**config.mk**
```make
export PLATFORM = sky130hd
export DESIGN_NAME = dmem_responder
export DESIGN_NICKNAME = d
export VERILOG_FILES = /design/src/rtl/riscv_mem_pkg.sv /design/src/rtl/dmem_load_align.sv /design/src/rtl/dmem_responder.sv
export SDC_FILE = /design/constraint.sdc
export NUM_CORES = 2
export LEC_CHECK = 0
export CORE_AREA = 2 2 454 456
export DETAILED_ROUTE_END_ITERATION = 10
export DIE_AREA = 0 0 456 458
export GPL_TIMING_DRIVEN = 0
export HOLD_SLACK_MARGIN = 0.05
export MAX_ROUTING_LAYER = met4
export PLACE_DENSITY_LB_ADDON = 0.1
export SETUP_SLACK_MARGIN = 0.5
export SYNTH_ARGS = -nofsm -noshare
export SYNTH_HDL_FRONTEND = slang
export SYNTH_SLANG_ARGS = --single-unit
export TNS_END_PERCENT = 20
```
**constraint.sdc**
```tcl
create_clock -name clk -period 5.25 [get_ports clk]
set_input_delay 1.05 -clock clk [delete_from_list [all_inputs] [get_ports clk]]
set_output_delay 1.05 -clock clk [all_outputs]
set_load 0.005 [all_outputs]
```
**src/rtl/riscv_mem_pkg.sv**
```systemverilog
// Shared types and helpers for the data-memory port: access sizes, responder
// states and word geometry.
package riscv_mem_pkg;

   typedef enum logic [1:0] {
      SZ_B = 2'd0,
      SZ_H = 2'd1,
      SZ_W = 2'd2,
      SZ_D = 2'd3
   } size_e;

   typedef enum logic [1:0] {
      IDLE = 2'd0,
      BUSY = 2'd1,
      RESP = 2'd2
   } state_e;

   function automatic int unsigned bytes_per_word(input int unsigned bits);
      return bits / 8;
   endfunction

endpackage

```
**src/rtl/dmem_load_align.sv**
```systemverilog
// Load-data aligner: selects the addressed bytes of a memory word and
// sign- or zero-extends them to the full word width.
module dmem_load_align
   import riscv_mem_pkg::*;
#(
   parameter int unsigned Bits = 64
) (
   input  logic [Bits-1:0]                          word,
   input  logic [$clog2(bytes_per_word(Bits))-1:0]  addr_lo,
   input  size_e                                    size,
   input  logic                                     uns,
   output logic [Bits-1:0]                          result_c
);

   localparam int unsigned OFFW = $clog2(bytes_per_word(Bits));

   logic [Bits-1:0]   shifted;
   logic [OFFW+2:0]   shamt;

   assign shamt   = {addr_lo, 3'b000};
   assign shifted = word >> shamt;

   always_comb begin
      result_c = shifted;
      case (size)
         SZ_B: result_c = uns ? Bits'(shifted[7:0])
                              : {{(Bits-8){shifted[7]}}, shifted[7:0]};
         SZ_H: result_c = uns ? Bits'(shifted[15:0])
                              : {{(Bits-16){shifted[15]}}, shifted[15:0]};
         SZ_W: result_c = uns ? Bits'(shifted[31:0])
                              : {{(Bits-32){shifted[31]}}, shifted[31:0]};
         default: result_c = shifted;
      endcase
   end

endmodule

```
**src/rtl/dmem_responder.sv**
```systemverilog
// Data-memory responder: one request at a time over valid/ready, fixed
// programmable latency, then one response; byte-lane stores, extended loads.
module dmem_responder
   import riscv_mem_pkg::*;
#(
   parameter int unsigned Bits    = 64,
   parameter int unsigned MemSize = 16,
   parameter int unsigned Latency = 2
) (
   input  logic            clk,
   input  logic            rst,
   input  logic            req_valid,
   output logic            req_ready,
   input  logic            req_we,
   input  logic [Bits-1:0] req_addr,
   input  logic [1:0]      req_size,
   input  logic            req_unsigned,
   input  logic [Bits-1:0] req_wdata,
   output logic            rsp_valid,
   input  logic            rsp_ready,
   output logic [Bits-1:0] rsp_rdata,
   output logic            rsp_err
);

   localparam int unsigned BPW  = bytes_per_word(Bits);
   localparam int unsigned OFFW = $clog2(BPW);
   localparam int unsigned IDXW = $clog2(MemSize);
   localparam int unsigned CNTW = 4;
   localparam logic [Bits-1:0] ADDR_LIMIT = Bits'(MemSize * BPW);

   state_e            state, state_d;
   logic [CNTW-1:0]   cnt, cnt_d;

   logic              we_q;
   logic [Bits-1:0]   addr_q;
   size_e             size_q;
   logic              uns_q;
   logic [Bits-1:0]   wdata_q;

   logic [Bits-1:0]   mem [MemSize];

   logic              accept_c, commit_c, err_c;
   logic [OFFW-1:0]   off_c, align_m1_c;
   logic [IDXW-1:0]   idx_c;
   logic [OFFW+2:0]   shamt_c;
   logic [Bits-1:0]   word_c, lane_mask_c, wmask_c, wword_c, ld_data_c;

   // State register
   always_ff @(posedge clk) begin
      if (rst) begin
         state <= IDLE;
         cnt   <= '0;
      end else begin
         state <= state_d;
         cnt   <= cnt_d;
      end
   end

   // Next-state logic
   always_comb begin
      state_d = state;
      cnt_d   = cnt;
      case (state)
         IDLE: if (req_valid) begin
            state_d = BUSY;
            cnt_d   = CNTW'(Latency);
         end
         BUSY: if (cnt != '0) cnt_d = cnt - CNTW'(1);
               else           state_d = RESP;
         RESP: if (rsp_ready) state_d = IDLE;
         default: state_d = IDLE;
      endcase
   end

   assign accept_c = (state == IDLE) && req_valid;
   assign commit_c = (state == BUSY) && (cnt == '0);

   // Alignment mask wraps to all-ones for a full-word access
   assign off_c      = addr_q[OFFW-1:0];
   assign align_m1_c = (OFFW'(1) << size_q) - OFFW'(1);
   assign err_c      = ((off_c & align_m1_c) != '0) || (addr_q >= ADDR_LIMIT);
   assign idx_c      = addr_q[OFFW +: IDXW];
   assign word_c     = mem[idx_c];
   assign shamt_c    = {off_c, 3'b000};

   always_comb begin
      lane_mask_c = '1;
      case (size_q)
         SZ_B:    lane_mask_c = Bits'(8'hFF);
         SZ_H:    lane_mask_c = Bits'(16'hFFFF);
         SZ_W:    lane_mask_c = Bits'(32'hFFFF_FFFF);
         default: lane_mask_c = '1;
      endcase
   end

   assign wmask_c = lane_mask_c << shamt_c;
   assign wword_c = (word_c & ~wmask_c) | ((wdata_q & lane_mask_c) << shamt_c);

   dmem_load_align #(.Bits(Bits)) u_align (
      .word     (word_c),
      .addr_lo  (off_c),
      .size     (size_q),
      .uns      (uns_q),
      .result_c (ld_data_c)
   );

   // Registered outputs, request capture and storage
   always_ff @(posedge clk) begin
      if (rst) begin
         req_ready <= 1'b1;
         rsp_valid <= 1'b0;
         rsp_rdata <= '0;
         rsp_err   <= 1'b0;
         we_q      <= 1'b0;
         addr_q    <= '0;
         size_q    <= SZ_B;
         uns_q     <= 1'b0;
         wdata_q   <= '0;
         for (int i = 0; i < MemSize; i++) mem[i] <= '0;
      end else begin
         req_ready <= (state_d == IDLE);
         rsp_valid <= (state_d == RESP);
         if (accept_c) begin
            we_q    <= req_we;
            addr_q  <= req_addr;
            size_q  <= size_e'(req_size);
            uns_q   <= req_unsigned;
            wdata_q <= req_wdata;
         end
         if (commit_c) begin
            rsp_err   <= err_c;
            rsp_rdata <= (err_c || we_q) ? '0 : ld_data_c;
            if (we_q && !err_c) mem[idx_c] <= wword_c;
         end
      end
   end

endmodule

```
==> results.json <==
{
  "status": "finished with violations",
  "violations": "max-capacitance violations",
  "cts_buffer_depth": 3,
  "drcViolationCount": 0,
  "synth-edff-count": 1024,
  "synth_seq_cells": 1233,
  "powerDensity_nw_per_um2": 372.0,
  "crit_type": "reg -> reg",
  "rows": 166,
  "netlist_area_sq_um": 54830,
  "synthTopCellsByCount": "nor2_1, edfxtp_1, nand2_1",
  "hold_depth": 2,
  "yosysUniqueCellTypes": 66,
  "via_per_inst": 5.198,
  "yosysWarnings": 0,
  "instances_no_fill": 7557,
  "port_buffers": 201,
  "ant_nets": 0,
  "grt_pass1_vias": 39020,
  "wl_per_cell_microns": 32.74,
  "cts_tree": "yes",
  "vias": 39290,
  "die_w_microns": 456,
  "syn_area_per_cell_sq_um": 12.55,
  "crit_path_max_fanout": 10,
  "clockRootBuffer": "clkbuf_16",
  "synth_flop_cell": "edfxtp_1",
  "htree_num_levels": 4,
  "grt_max_degree": 42,
  "clkLatencyLatePin_ps": 820,
  "cp-start-kind": "flip-flop",
  "cts_hold_buffers": 0,
  "relSlewSlack_pct": 0.2757,
  "grt_pass1_wl_mm": 338.1,
  "wl_met3_mm": 14.62,
  "tightest_slew_ps": 1496,
  "min_period_ps": 4980,
  "tns_ps": 0,
  "drive_above_1_share_pct": 17.11,
  "async_flop_share_pct": 0,
  "hold_viol": 0,
  "final.setup_skew_ps": 32.46,
  "grt_usage_pct": 24.12,
  "leakagePower_uw": 0.02211,
  "dieArea_sq_um": 208800,
  "clock-sinks": 1233,
  "arrival_ps": 5690,
  "numPlacedInstances": 7289,
  "place.gp.congestion": 0.9859,
  "synth.top_cell.area_share_pct": 56.09,
  "layout_worst_path_cycle_share_pct": 94.86,
  "maxSlewViolCount": 0,
  "min_path_type": "reg -> reg",
  "pin_count": 203,
  "cts-buffers-inserted": 144,
  "die_h_microns": 458,
  "reg2reg_depth": 10,
  "synthToLayoutAreaGrowth_pct": 20.74,
  "postSynthCellCount": 4368,
  "start_util_pct": 26.91,
  "ir_worst_vdd_mv": 0.2967,
  "wl_mm": 247.4,
  "maxCapViolations": 1,
  "syn_nets": 4505,
  "clk_pin_slew_ps": 60,
  "fin_nets": 4894,
  "gr-total-overflow": 0,
  "drt-pass1-iter-count": 6,
  "hpwl_mm": 174.4,
  "core_sq_um": 203800,
  "finalSetupViolCount": 0,
  "seq_area_frac_synth_pct": 63.72,
  "yosysTopAreaCell": "edfxtp_1",
  "met1_length_mm": 112.5,
  "highest_layer": "met4",
  "cp-end-kind": "flip-flop",
  "rsz0062_at_grt": "yes",
  "cp.required_ps": 5960,
  "post-route-util_pct": 32.49,
  "synth_area_leaders": "edfxtp_1, mux4_2, nor2_1, dfxtp_1, nand2_1",
  "first_iter_violations": 4340,
  "fmax_ghz": 0.2008,
  "antenna_found_initial": 10,
  "whs_ps": 451.5,
  "met2_length_mm": 112.0,
  "yosysMostFrequentCell": "nor2_1"
}
worst paths after layout:
kind	start	endpoint	slack [ps]
max reg2reg	flip-flop	rsp_rdata[19]$_SDFFE_PP0P_	270
min	rsp_rdata[33]$_SDFFE_PP0P_	rsp_rdata[33]$_SDFFE_PP0P_	450
min reg2reg	rsp_rdata[33]$_SDFFE_PP0P_	rsp_rdata[33]$_SDFFE_PP0P_	450
max	flip-flop	rsp_rdata[19]$_SDFFE_PP0P_	270
per-layer routing:
layer,GRT usage [%],up-vias
met3,3.331,301
met4,7.462,0
met2,36.67,1623
met5,-,-
li1,-,16760
met1,33.35,20610
area by class of cell:
type | instances | area, sq um
flip-flops and latches | 1233 | 34930
repair buffers | 240 | 2754
clock inverters | 69 | 663.1
plain buffers | 391 | 1911
diodes | 1 | 2.502
fillers | 20470 | 137600
well taps | 2688 | 3363
multi-input cells | 2734 | 18660
inverters | 13 | 48.80
clock buffers | 188 | 3861
sequential cells by signal (all words and copies together) (netlist names), 2 cells and up, named ones only:
register and count:
mem 1024, addr_q 64, rsp_rdata 64, wdata_q 64, cnt 4, size_q 2, state 2
timing repair:
item / in CTS / in global routing
setup endpoints to repair: 1682 / 788
setup buffers: 1 / 5
resized for setup: 93 / 52
cloned: 3 / 0
pin swaps: 0 / 3
critical path, cell delays in order, from the launching register on:
cell and delay, ps:
dfxtp_1 600, buf_2 480, clkdlybuf4s15_2 620, clkbuf_4 460, clkbuf_2 500, mux2i_1 200, a21oi_1 930, a21oi_1 340
o22ai_1 370, nor2_1 80, a221oi_1 230
stage by stage:
step                total power [uW]  worst slack (ps)  area [sq um]
floorplan                      13010             782.8         54830
global placement               14730             -4451         60200
detailed placement             14750             -1328         61030
CTS                            24720             166.1         65930
global route                   25350             312.1         66200
finish                         24630             270.1         66200
layout by cell type (no fill, tap or decap), drive strengths merged, types with 5 or more instances in the layout:
cell	count
inv	24
a22oi	82
nand2b	21
nand2	448
and2	16
nand4	15
mux2i	76
a211o	5
bufinv	6
and3	12
o21ai	110
a311oi	5
nor2	1130
clkinv	52
mux4	274
clkdlybuf4s50	201
mux2	36
nor3	10
a211oi	17
nor4	26
a2111oi	8
edfxtp	1024
a2bb2oi	9
o22ai	14
clkbuf	421
buf	194
a221oi	33
o31ai	9
dfxtp	209
o32ai	9
nand3	18
nor2b	23
a21oi	278
a22o	7
where the power goes:
group          switching [uW]  internal (uW)
Clock                    4370           5540
Sequential                166          10900
Combinational            2580           1070
Total                    7110          17500
cell families (layout without fill, tap and decap cells):
family / after synthesis / after routing / share of synthesized area, %
multiplexers: 386 / 386 / 13.38
buffers and inverters: 404 / 901 / 3.373
adder cells (fa/ha/maj): 1 / 1 / 0.02282
AO/OA/AOI/OAI: 609 / 609 / 6.885
XOR/XNOR: 2 / 2 / 0.03196
AND/OR/NAND/NOR: 1733 / 1736 / 12.59
flip-flops: 1233 / 1233 / 63.72
other: 0 / 1 / 0
Power figures use the tool's default switching activity.
